==> src/rtl/alu_pkg.sv <==
// Shared ALU datapath constants and the result record handed to ALU writeback.
//   ALU_WIDTH    : default datapath width
//   NIBBLE       : carry-lookahead slice width
//   alu_result_t : {sum, cout, ovf, zero, neg}
package alu_pkg;

  localparam int unsigned ALU_WIDTH = 32;
  localparam int unsigned NIBBLE    = 4;

  typedef struct packed {
    logic [ALU_WIDTH-1:0] sum;
    logic                 cout;
    logic                 ovf;
    logic                 zero;
    logic                 neg;
  } alu_result_t;

endpackage

==> src/rtl/pipelined_group_carry_adder_if.sv <==
// Operand/result handshake bundle for the pipelined adder.
//   master : operand producer and result consumer (register-read / writeback side)
//   slave  : the adder itself
interface pipelined_group_carry_adder_if
  import alu_pkg::*;
#(
  parameter int unsigned WIDTH = ALU_WIDTH
);

  logic             in_valid;
  logic             in_ready;
  logic [WIDTH-1:0] in_a;
  logic [WIDTH-1:0] in_b;
  logic             in_cin;
  logic             in_sub;
  logic             out_valid;
  logic             out_ready;
  logic [WIDTH-1:0] out_sum;
  logic             out_cout;
  logic             out_ovf;
  logic             out_zero;
  logic             out_neg;

  modport master (
    output in_valid, in_a, in_b, in_cin, in_sub, out_ready,
    input  in_ready, out_valid, out_sum, out_cout, out_ovf, out_zero, out_neg
  );

  modport slave (
    input  in_valid, in_a, in_b, in_cin, in_sub, out_ready,
    output in_ready, out_valid, out_sum, out_cout, out_ovf, out_zero, out_neg
  );

endinterface

==> src/rtl/block_carry_lookahead_unit.sv <==
// Second-level lookahead: resolves every nibble carry from nibble P/G and c0.
//   p, g : per-nibble group propagate/generate
//   c0   : carry into nibble 0
//   c    : c[k] = carry into nibble k, c[NGRP] = carry out of the MSB
// Nibbles are combined four at a time into super-groups; super-group carries
// are resolved first, then the carries inside each super-group.
module block_carry_lookahead_unit #(
  parameter int unsigned NGRP = 8
) (
  input  logic [NGRP-1:0] p,
  input  logic [NGRP-1:0] g,
  input  logic            c0,
  output logic [NGRP:0]   c
);

  localparam int unsigned NSUP = (NGRP + 3) / 4;
  localparam int unsigned NPAD = NSUP * 4;

  logic [NPAD-1:0] pp;
  logic [NPAD-1:0] gp;
  logic [NSUP-1:0] sp;
  logic [NSUP-1:0] sg;
  logic [NSUP:0]   sc;
  logic [NPAD:0]   cp;
  logic            cin;

  // Padding nibbles propagate and never generate, so they leave P/G untouched.
  always_comb begin
    pp = '1;
    gp = '0;
    pp[NGRP-1:0] = p;
    gp[NGRP-1:0] = g;
  end

  always_comb begin
    sp  = '1;
    sg  = '0;
    sc  = '0;
    cp  = '0;
    cin = 1'b0;
    for (int s = 0; s < int'(NSUP); s++) begin
      for (int j = 0; j < 4; j++) begin
        sg[s] = gp[s*4+j] | (pp[s*4+j] & sg[s]);
        sp[s] = sp[s] & pp[s*4+j];
      end
    end
    sc[0] = c0;
    for (int s = 0; s < int'(NSUP); s++) begin
      sc[s+1] = sg[s] | (sp[s] & sc[s]);
    end
    cp[0] = c0;
    for (int k = 0; k < int'(NPAD); k++) begin
      cin = (k % 4 == 0) ? sc[k/4] : cp[k];
      // The last nibble of a super-group takes its carry-out from the upper level.
      if (k % 4 == 3) begin
        cp[k+1] = sc[k/4+1];
      end else begin
        cp[k+1] = gp[k] | (pp[k] & cin);
      end
    end
  end

  assign c = cp[NGRP:0];

endmodule

==> src/rtl/cla4_slice.sv <==
// Four-bit carry-lookahead slice: group propagate and group generate of one nibble.
//   a, b   : nibble operands
//   p_grp  : all four bits propagate (p_i = a_i | b_i)
//   g_grp  : nibble generates a carry out on its own (g_i = a_i & b_i)
module cla4_slice
  import alu_pkg::*;
(
  input  logic [NIBBLE-1:0] a,
  input  logic [NIBBLE-1:0] b,
  output logic              p_grp,
  output logic              g_grp
);

  logic [NIBBLE-1:0] p;
  logic [NIBBLE-1:0] g;

  assign p     = a | b;
  assign g     = a & b;
  assign p_grp = &p;
  assign g_grp = g[3] | (p[3] & g[2]) | (p[3] & p[2] & g[1]) | (p[3] & p[2] & p[1] & g[0]);

endmodule

==> src/rtl/pipelined_group_carry_adder.sv <==
// Two-stage pipelined adder/subtractor for the ALU datapath.
//   clk, rst_n : clock, synchronous active-low reset
//   bus        : slave side of the operand/result handshake
//                in_*  : operands, carry-in, subtract select, valid/ready
//                out_* : sum, carry out, signed overflow, zero, negative, valid/ready
// Stage 1 registers the operands (B already inverted for subtract) and the
// nibble P/G; stage 2 resolves carries and registers sum and flags.
module pipelined_group_carry_adder
  import alu_pkg::*;
#(
  parameter int unsigned WIDTH = ALU_WIDTH
) (
  input  logic                          clk,
  input  logic                          rst_n,
  pipelined_group_carry_adder_if.slave  bus
);

  localparam int unsigned NGRP = WIDTH / NIBBLE;

  logic [WIDTH-1:0] b_eff;
  logic             c0;
  logic [NGRP-1:0]  p_in;
  logic [NGRP-1:0]  g_in;

  logic             s1_valid;
  logic [WIDTH-1:0] s1_a;
  logic [WIDTH-1:0] s1_b;
  logic             s1_c0;
  logic [NGRP-1:0]  s1_p;
  logic [NGRP-1:0]  s1_g;

  logic [NGRP:0]    grp_c;
  logic [WIDTH-1:0] bit_c;
  logic [WIDTH-1:0] sum_c;
  logic             c_run;

  logic             s1_adv;
  logic             s2_adv;

  // Subtract is A + ~B + 1; carry-in is ignored in that case.
  assign b_eff = bus.in_sub ? ~bus.in_b : bus.in_b;
  assign c0    = bus.in_sub | bus.in_cin;

  for (genvar k = 0; k < int'(NGRP); k++) begin : g_slice
    cla4_slice u_slice (
      .a     (bus.in_a[k*NIBBLE +: NIBBLE]),
      .b     (b_eff[k*NIBBLE +: NIBBLE]),
      .p_grp (p_in[k]),
      .g_grp (g_in[k])
    );
  end

  assign s2_adv       = !bus.out_valid | bus.out_ready;
  assign s1_adv       = !s1_valid | s2_adv;
  assign bus.in_ready = rst_n & s1_adv;

  // Stage 1: operand and nibble P/G capture.
  always_ff @(posedge clk) begin
    if (!rst_n) begin
      s1_valid <= 1'b0;
      s1_a     <= '0;
      s1_b     <= '0;
      s1_c0    <= 1'b0;
      s1_p     <= '0;
      s1_g     <= '0;
    end else if (s1_adv) begin
      s1_valid <= bus.in_valid;
      s1_a     <= bus.in_a;
      s1_b     <= b_eff;
      s1_c0    <= c0;
      s1_p     <= p_in;
      s1_g     <= g_in;
    end
  end

  block_carry_lookahead_unit #(
    .NGRP (NGRP)
  ) u_bclu (
    .p  (s1_p),
    .g  (s1_g),
    .c0 (s1_c0),
    .c  (grp_c)
  );

  // Bit carries inside each nibble, seeded by that nibble's resolved carry.
  always_comb begin
    bit_c = '0;
    c_run = 1'b0;
    for (int k = 0; k < int'(NGRP); k++) begin
      c_run = grp_c[k];
      for (int j = 0; j < int'(NIBBLE); j++) begin
        bit_c[k*NIBBLE+j] = c_run;
        c_run = (s1_a[k*NIBBLE+j] & s1_b[k*NIBBLE+j]) |
                ((s1_a[k*NIBBLE+j] | s1_b[k*NIBBLE+j]) & c_run);
      end
    end
    sum_c = s1_a ^ s1_b ^ bit_c;
  end

  // Stage 2: result and flag registers, held until the downstream takes them.
  always_ff @(posedge clk) begin
    if (!rst_n) begin
      bus.out_valid <= 1'b0;
      bus.out_sum   <= '0;
      bus.out_cout  <= 1'b0;
      bus.out_ovf   <= 1'b0;
      bus.out_zero  <= 1'b0;
      bus.out_neg   <= 1'b0;
    end else if (s2_adv) begin
      bus.out_valid <= s1_valid;
      bus.out_sum   <= sum_c;
      bus.out_cout  <= grp_c[NGRP];
      bus.out_ovf   <= grp_c[NGRP] ^ bit_c[WIDTH-1];
      bus.out_zero  <= (sum_c == '0);
      bus.out_neg   <= sum_c[WIDTH-1];
    end
  end

endmodule
==> src/flat_wrapper.sv <==
// flat-port wrapper written by rule: the top's interface ports become plain ports
module pipelined_group_carry_adder_flat import alu_pkg::*;
#(
  parameter int unsigned WIDTH = ALU_WIDTH
)
  (clk, rst_n, bus_in_valid, bus_in_a, bus_in_b, bus_in_cin, bus_in_sub, bus_out_ready, bus_in_ready, bus_out_valid, bus_out_sum, bus_out_cout, bus_out_ovf, bus_out_zero, bus_out_neg);
  pipelined_group_carry_adder_if #(.WIDTH(WIDTH)) bus_i ();
  input  logic clk;
  input  logic rst_n;
  input wire logic [$bits(bus_i.in_valid)-1:0] bus_in_valid;
  input wire logic [$bits(bus_i.in_a)-1:0] bus_in_a;
  input wire logic [$bits(bus_i.in_b)-1:0] bus_in_b;
  input wire logic [$bits(bus_i.in_cin)-1:0] bus_in_cin;
  input wire logic [$bits(bus_i.in_sub)-1:0] bus_in_sub;
  input wire logic [$bits(bus_i.out_ready)-1:0] bus_out_ready;
  output wire logic [$bits(bus_i.in_ready)-1:0] bus_in_ready;
  output wire logic [$bits(bus_i.out_valid)-1:0] bus_out_valid;
  output wire logic [$bits(bus_i.out_sum)-1:0] bus_out_sum;
  output wire logic [$bits(bus_i.out_cout)-1:0] bus_out_cout;
  output wire logic [$bits(bus_i.out_ovf)-1:0] bus_out_ovf;
  output wire logic [$bits(bus_i.out_zero)-1:0] bus_out_zero;
  output wire logic [$bits(bus_i.out_neg)-1:0] bus_out_neg;
  assign bus_i.in_valid = bus_in_valid;
  assign bus_i.in_a = bus_in_a;
  assign bus_i.in_b = bus_in_b;
  assign bus_i.in_cin = bus_in_cin;
  assign bus_i.in_sub = bus_in_sub;
  assign bus_i.out_ready = bus_out_ready;
  assign bus_in_ready = bus_i.in_ready;
  assign bus_out_valid = bus_i.out_valid;
  assign bus_out_sum = bus_i.out_sum;
  assign bus_out_cout = bus_i.out_cout;
  assign bus_out_ovf = bus_i.out_ovf;
  assign bus_out_zero = bus_i.out_zero;
  assign bus_out_neg = bus_i.out_neg;
  pipelined_group_carry_adder #(.WIDTH(WIDTH)) u_core (.clk(clk), .rst_n(rst_n), .bus(bus_i));
endmodule
==> config.mk <==
export PLATFORM = sky130hd
export DESIGN_NAME = pipelined_group_carry_adder_flat
export DESIGN_NICKNAME = d
export VERILOG_FILES = /design/src/rtl/alu_pkg.sv /design/src/rtl/pipelined_group_carry_adder_if.sv /design/src/rtl/block_carry_lookahead_unit.sv /design/src/rtl/cla4_slice.sv /design/src/rtl/pipelined_group_carry_adder.sv /design/src/flat_wrapper.sv
export SDC_FILE = /design/constraint.sdc
export NUM_CORES = 1
export LEC_CHECK = 0
export CAP_MARGIN = 20
export CORE_ASPECT_RATIO = 1.5
export CORE_MARGIN = 2
export CORE_UTILIZATION = 41
export CTS_CLUSTER_DIAMETER = 50
export DETAILED_ROUTE_END_ITERATION = 7
export PLACE_DENSITY = 0.65
export SLEW_MARGIN = 20
export SYNTH_ARGS = -nofsm -noshare
export SYNTH_HDL_FRONTEND = slang
export SYNTH_HIERARCHICAL = 1
export SYNTH_SLANG_ARGS = --single-unit
export TNS_END_PERCENT = 5
==> constraint.sdc <==
create_clock -name clk -period 3 [get_ports clk]
set_input_delay 0.45 -clock clk [delete_from_list [all_inputs] [get_ports clk]]
set_output_delay 0.45 -clock clk [all_outputs]
set_load 0.05 [all_outputs]
==> metrics <==
hpwl dp 11.47 mm; count leader, synth dfxtp_1; clock skew 0.007398 ns; PD cells 643.0 nW/µm²; sequential-to-total area share from yosys stat 39.45%; Routed WL 15.67 mm; Reg clk slew, reported paths 0.05 ns; Die H 152.0 µm; Yosys cell types 37; Leak 0.003043 µW; gr busiest metal met2; Die Wd 102.7 µm; vias per cell 5.166; most frequent CP cell fa_2; worst-margin pin slew 0.6312 ns; worst vdd ir 389.7 µV; Mapped Area 5988 µm²; GR Layer Usage met2 36.29%; Ports 108; Synth Instances 717; Ys Warns 6; CP cell instances a21o_1 > nand2_2 > o21a_4 > a21oi_2 > inv_1 > fa_2 > fa_2 > fa_2 > xnor2_1 > xnor2_1 > nand4_1 > o31ai_1; clk_lat worst skew 0.41 ns; Final setup viols 0; Setup crit end kind register; worst-path maximum fanout 4; grt met1 use 22.88%; largest net degree at the start of global routing 118; period utilization 96.89%; Max Cap Viol 0; Residual DRC 0; total grt overflow 0; # H-tree levels 4; #FFs+latches synth 118; slew margin rel. 57.92%; clock sinks 118; first-pass GRT wire length 24.83 mm; vias 5254; vias in the first global route 5258; hold crit path type reg -> reg; PortBufs 107; CTS tree done; worst path required time 3.32 ns; maximum clock path buffer count 2; Final Max Tran Viols 0; ys async rst share 0%; Synth-to-Final Area Change 30.63%; Placer Congestion 0.8578; CP peak stage delay 0.36 ns; Syn Nets 811; fin nets 902; status finished clean; num rows 54; initial antenna violation count 0; min Tclk post-route 2.907 ns; Initial Util 41.61%; critical path arrival 3.23 ns; CTS Buf Count 17; Hold Violations, Final 0; R2R cell count 12; commonest cells in the netlist 118 x dfxtp_1, 107 x nand2_1, 96 x nor2_1; WL per Instance 15.41 µm; Final Power 5030 µW; diode count 0; top-area cell type share of the netlist area 39.45%; worst-path cell with the longest stage delay fa_2; GRT Total Usage 20.33%; core area 14390 µm²; fmax 0.3440 GHz; Hold Path Depth 2; DIE AREA 15610 µm²; Crit Path Category reg -> reg; number of synthesized flops with an enable pin 0; final core occ 54.36%; initial drt markers 239; Avg Cell Area, Syn 8.352 µm²; layout cell share with drive strength beyond 1 9.135%; area leader, netlist dfxtp_1; root buf cell clkbuf_16; number of routed nets with antenna violations 0; top cells by area, synth dfxtp_1 39%, fa_1 8.0%, a211oi_1 7.3%, nand2_1 6.7%, nor2_1 6.0%; M3 GR Usage 4.462%; startpoint types register; drt first pass iters 5; Most used DFF post-synth dfxtp_1; sum of negative setup slack 0 ns
==> worst paths after layout <==
kind	start	endpoint	slack, ns
min	u_core/s1_p[0]	u_core/s1_p[0]	0.45
max reg2reg	u_core/s1_g[0]	u_core/bus.out_zero	0.09
min reg2reg	u_core/s1_p[0]	u_core/s1_p[0]	0.45
max	u_core/s1_g[0]	u_core/bus.out_zero	0.09
==> report_power, final <==
part | switching (µW) | leakage (µW) | internal, µW
sequential | 82.4 | 0.000981 | 1720
combinational | 715 | 0.00177 | 476
clock | 711 | 0.000294 | 1330
total | 1510 | 0.00304 | 3520
==> cell type report <==
| type | instances | area [µm²] |
|---|---|---|
| repair buffers | 117 | 1201 |
| fillers | 1362 | 6569 |
| clock buffers | 20 | 446.7 |
| clock inverters | 12 | 152.6 |
| flip-flops and latches | 118 | 2365 |
| multi-input cells | 498 | 3201 |
| well taps | 196 | 245.2 |
| inverters | 56 | 211.5 |
==> through the flow <==
step,worst slack [ns],hold slack (ns),instance area [µm²],cells
after CTS,0.03023,0.4523,7755,1015
after global placement,0.09896,0.4390,7151,983
final,0.09323,0.4496,7823,1017
after detailed placement,0.008809,0.4448,7151,983
after floorplan,0.1321,0.4319,5988,717
after global routing,-0.01787,0.4703,7823,1017
==> sequential cells by signal, summed over array words and instances, names as in the netlist, 8 cells and up <==
| signal | count |
|---|---|
| u_core/s1_b | 32 |
| u_core/s1_p | 8 |
| u_core/bus.out_sum | 32 |
| u_core/s1_a | 32 |
| u_core/s1_g | 8 |
==> layer usage <==
layer,vias up,wire length (µm)
met2,148,8251
met4,0,352
met1,2484,6327
li1,2593,-
met3,29,741
met5,-,0
==> critical path: cells and delay by family, from the launching register on <==
family | cells | cell delay, ns
flip-flops | 1 | 0.34
XOR/XNOR | 2 | 0.43
AO/OA/AOI/OAI | 4 | 0.69
buffers and inverters | 1 | 0.06
adder cells (fa/ha/maj) | 3 | 1.05
AND/OR/NAND/NOR | 2 | 0.24
==> kinds of logic (layout without fill, tap and decap cells) <==
group	after synthesis	count (layout)	share of synthesized area [%]
XOR/XNOR	49	49	7.167
adder cells (fa/ha/maj)	24	24	8.023
AND/OR/NAND/NOR	266	266	18.99
AO/OA/AOI/OAI	159	159	18.30
buffers and inverters	101	205	8.065
flip-flops	118	118	39.45
==> cells in the final DEF (no fill, tap or decap), drive strengths merged, types with 7 or more instances in the layout <==
cell type      instances
a2111oi               16
a211oi                63
a21o                  12
a21oi                 55
and2                   9
and3                   8
buf                   12
clkbuf                20
clkdlybuf4s50        105
clkinv                 8
dfxtp                118
fa                    24
inv                   56
nand2                108
nand4                  7
nor2                  96
nor3                  22
nor4                   8
o22ai                  8
xnor2                 17
xor2                  32
==> repair_timing <==
item                                    4_1_cts  5_1_grt
buffers inserted                              0        2
hold buffers                                  0        0
pin swaps                                     2       14
endpoints found under the setup margin        1        1
gates resized for setup                       2       18
Power figures use the tool's default switching activity.
==> patch (same flow settings) <==
Set the package constant `NIBBLE` to 8 (it was 4).
--- a/src/rtl/alu_pkg.sv
+++ b/src/rtl/alu_pkg.sv
@@ -6,5 +6,5 @@
 
   localparam int unsigned ALU_WIDTH = 32;
-  localparam int unsigned NIBBLE    = 4;
+  localparam int unsigned NIBBLE    = 8;
 
   typedef struct packed {
Formal check against the unedited RTL: not equivalent (a bounded check fails within 4 cycles, from zero or initial values and one cycle with rst_n low).
==> patch against the unedited design <==
- the flow now finishes with violations (setup timing)
- synthesized area decreased by 12%
- non-clock buffer count increased by 18
- routed wire length decreased by 13%
- sequential cell count decreased by 8
- sequential share of layout area increased by 1.3 points
- count of clock-buffer cells in the layout decreased by 9
- power decreased by 21%
- synthesized cell count decreased by 12%
- clock power decreased by 41%
- final area decreased by 11%
- setup slack got worse by 0.93 ns
- critical path type unchanged
- largest power group is now registers
- highest routed layer unchanged
==> patch: results (changes against the unedited design) <==
- Final worst slack: -0.835 ns (was 0.0932 ns)
- Outcome: finished, violations left (was finished clean)
- Final clock-cell share: 4.44% (was 7.66%)
- H-tree levels: 3 (was 4)
- WP data arrival: 4.12 ns (was 3.23 ns)
- Via Count: 4629 (was 5254)
- Failing checks: setup timing
- Final setup viols: 15 (was 0)
- Post-synthesis sequential area ratio: 41.6% (was 39.4%)
- Net Count, Synth: 732 (was 811)
- DP HPWL: 10100 um (was 11500 um)
- Largest net degree at the start of global routing: 110 (was 118)
- Multi-input gates: 448 (was 498)
- Clk pin slew, worst setup/hold paths: 0.07 ns (was 0.05 ns)
- Layout cells sized above 1: 10.2% (was 9.14%)
- Most used cell, CP: fa_1 (was fa_2)
- Worst-margin pin slew: 0.708 ns (was 0.631 ns)
- Area after DPL: 6600 um2 (was 7150 um2)
- Clk_buf instances: 11 (was 20)
- Fraction of area in multi-input gates: 40.9% (about the same)
- Buffers, non-clock: 135 (was 117)
- Worst-skew pair later-pin latency: 0.34 ns (was 0.41 ns)
- Initial DRC count: 160 (was 239)
- Buffering overhead: 18.6% (was 15.4%)
- Seq pwr: 0.00168 W (was 0.00180 W)
- Multi-input gate area: 2860 um2 (was 3200 um2)
- Top post-synthesis cells by area: dfxtp_1 42%, fa_1 11%, nand2_1 8.5%, nor2_1 5.9%, a21oi_1 5.6% (was dfxtp_1 39%, fa_1 8.0%, a211oi_1 7.3%, nand2_1 6.7%, nor2_1 6.0%)
- Net count, final: 835 (was 902)
- FF+latch area: 2200 um2 (was 2360 um2)
- Total track usage: 19.9% (was 20.3%)
- M3 GR Usage: 3.43% (was 4.46%)
- Max incr delay on CP: 0.40 ns (was 0.36 ns)
- Combinational power: 0.00107 W (was 0.00119 W)
- VDD IR max: 0.000251 V (was 0.000390 V)
- M1 GR Usage: 22.6% (was 22.9%)
- Worst-path maximum fanout: 3 (was 4)
==> patch: kinds of logic (layout without fill, tap and decap cells) <==
kind of cell               Yosys count  in the layout  synth area share, %
and+or+nand+nor                    260            260                 20.8
AOI/OAI and AO/OA                  119            119                 14.0
DFF                                110            110                 41.6
buffers and inverters               76            184                 6.31
xor gates and xnor gates            41             41                 6.78
adders and majority gates           28             28                 10.6
==> patch: tightest hold or removal path, cell delays in order, from the launching register on <==
cell and delay (ns):
dfxtp_1 0.31, nand2_1 0.05, a21oi_1 0.05
==> patch: stage by stage <==
stage	hold WS [ns]	power (W)	cells	worst slack [ns]	TNS [ns]
after global placement	0.441	0.00274	882	-0.806	-5.92
after CTS	0.455	0.00397	898	-0.846	-6.44
after global routing	0.464	0.00414	898	-1.01	-7.70
after floorplan	0.432	0.00232	634	-0.782	-3.90
final	0.450	0.00396	898	-0.835	-5.65
after detailed placement	0.446	0.00276	882	-0.881	-7.00
==> patch: metal layers <==
metal  vias to the layer above  part of all wire [%]
met5                         -                     0
met1                      2209                    41
met3                        14                   4.2
li1                       2298                     -
met2                       108                    54
met4                         0                   1.3
==> patch: path summary, 6_finish.rpt <==
check | startpoint | endpoint | depth (start not counted)
worst max register to register | u_core/s1_c0$_SDFFE_PN0N_ | u_core/bus.out_zero$_SDFFE_PN0P_ | 17
worst min-delay path | u_core/bus.out_sum[11]$_SDFFE_PN0P_ | u_core/bus.out_sum[11]$_SDFFE_PN0P_ | 2
worst max-delay path | u_core/s1_c0$_SDFFE_PN0N_ | u_core/bus.out_zero$_SDFFE_PN0P_ | 17
worst min register to register | u_core/bus.out_sum[11]$_SDFFE_PN0P_ | u_core/bus.out_sum[11]$_SDFFE_PN0P_ | 2
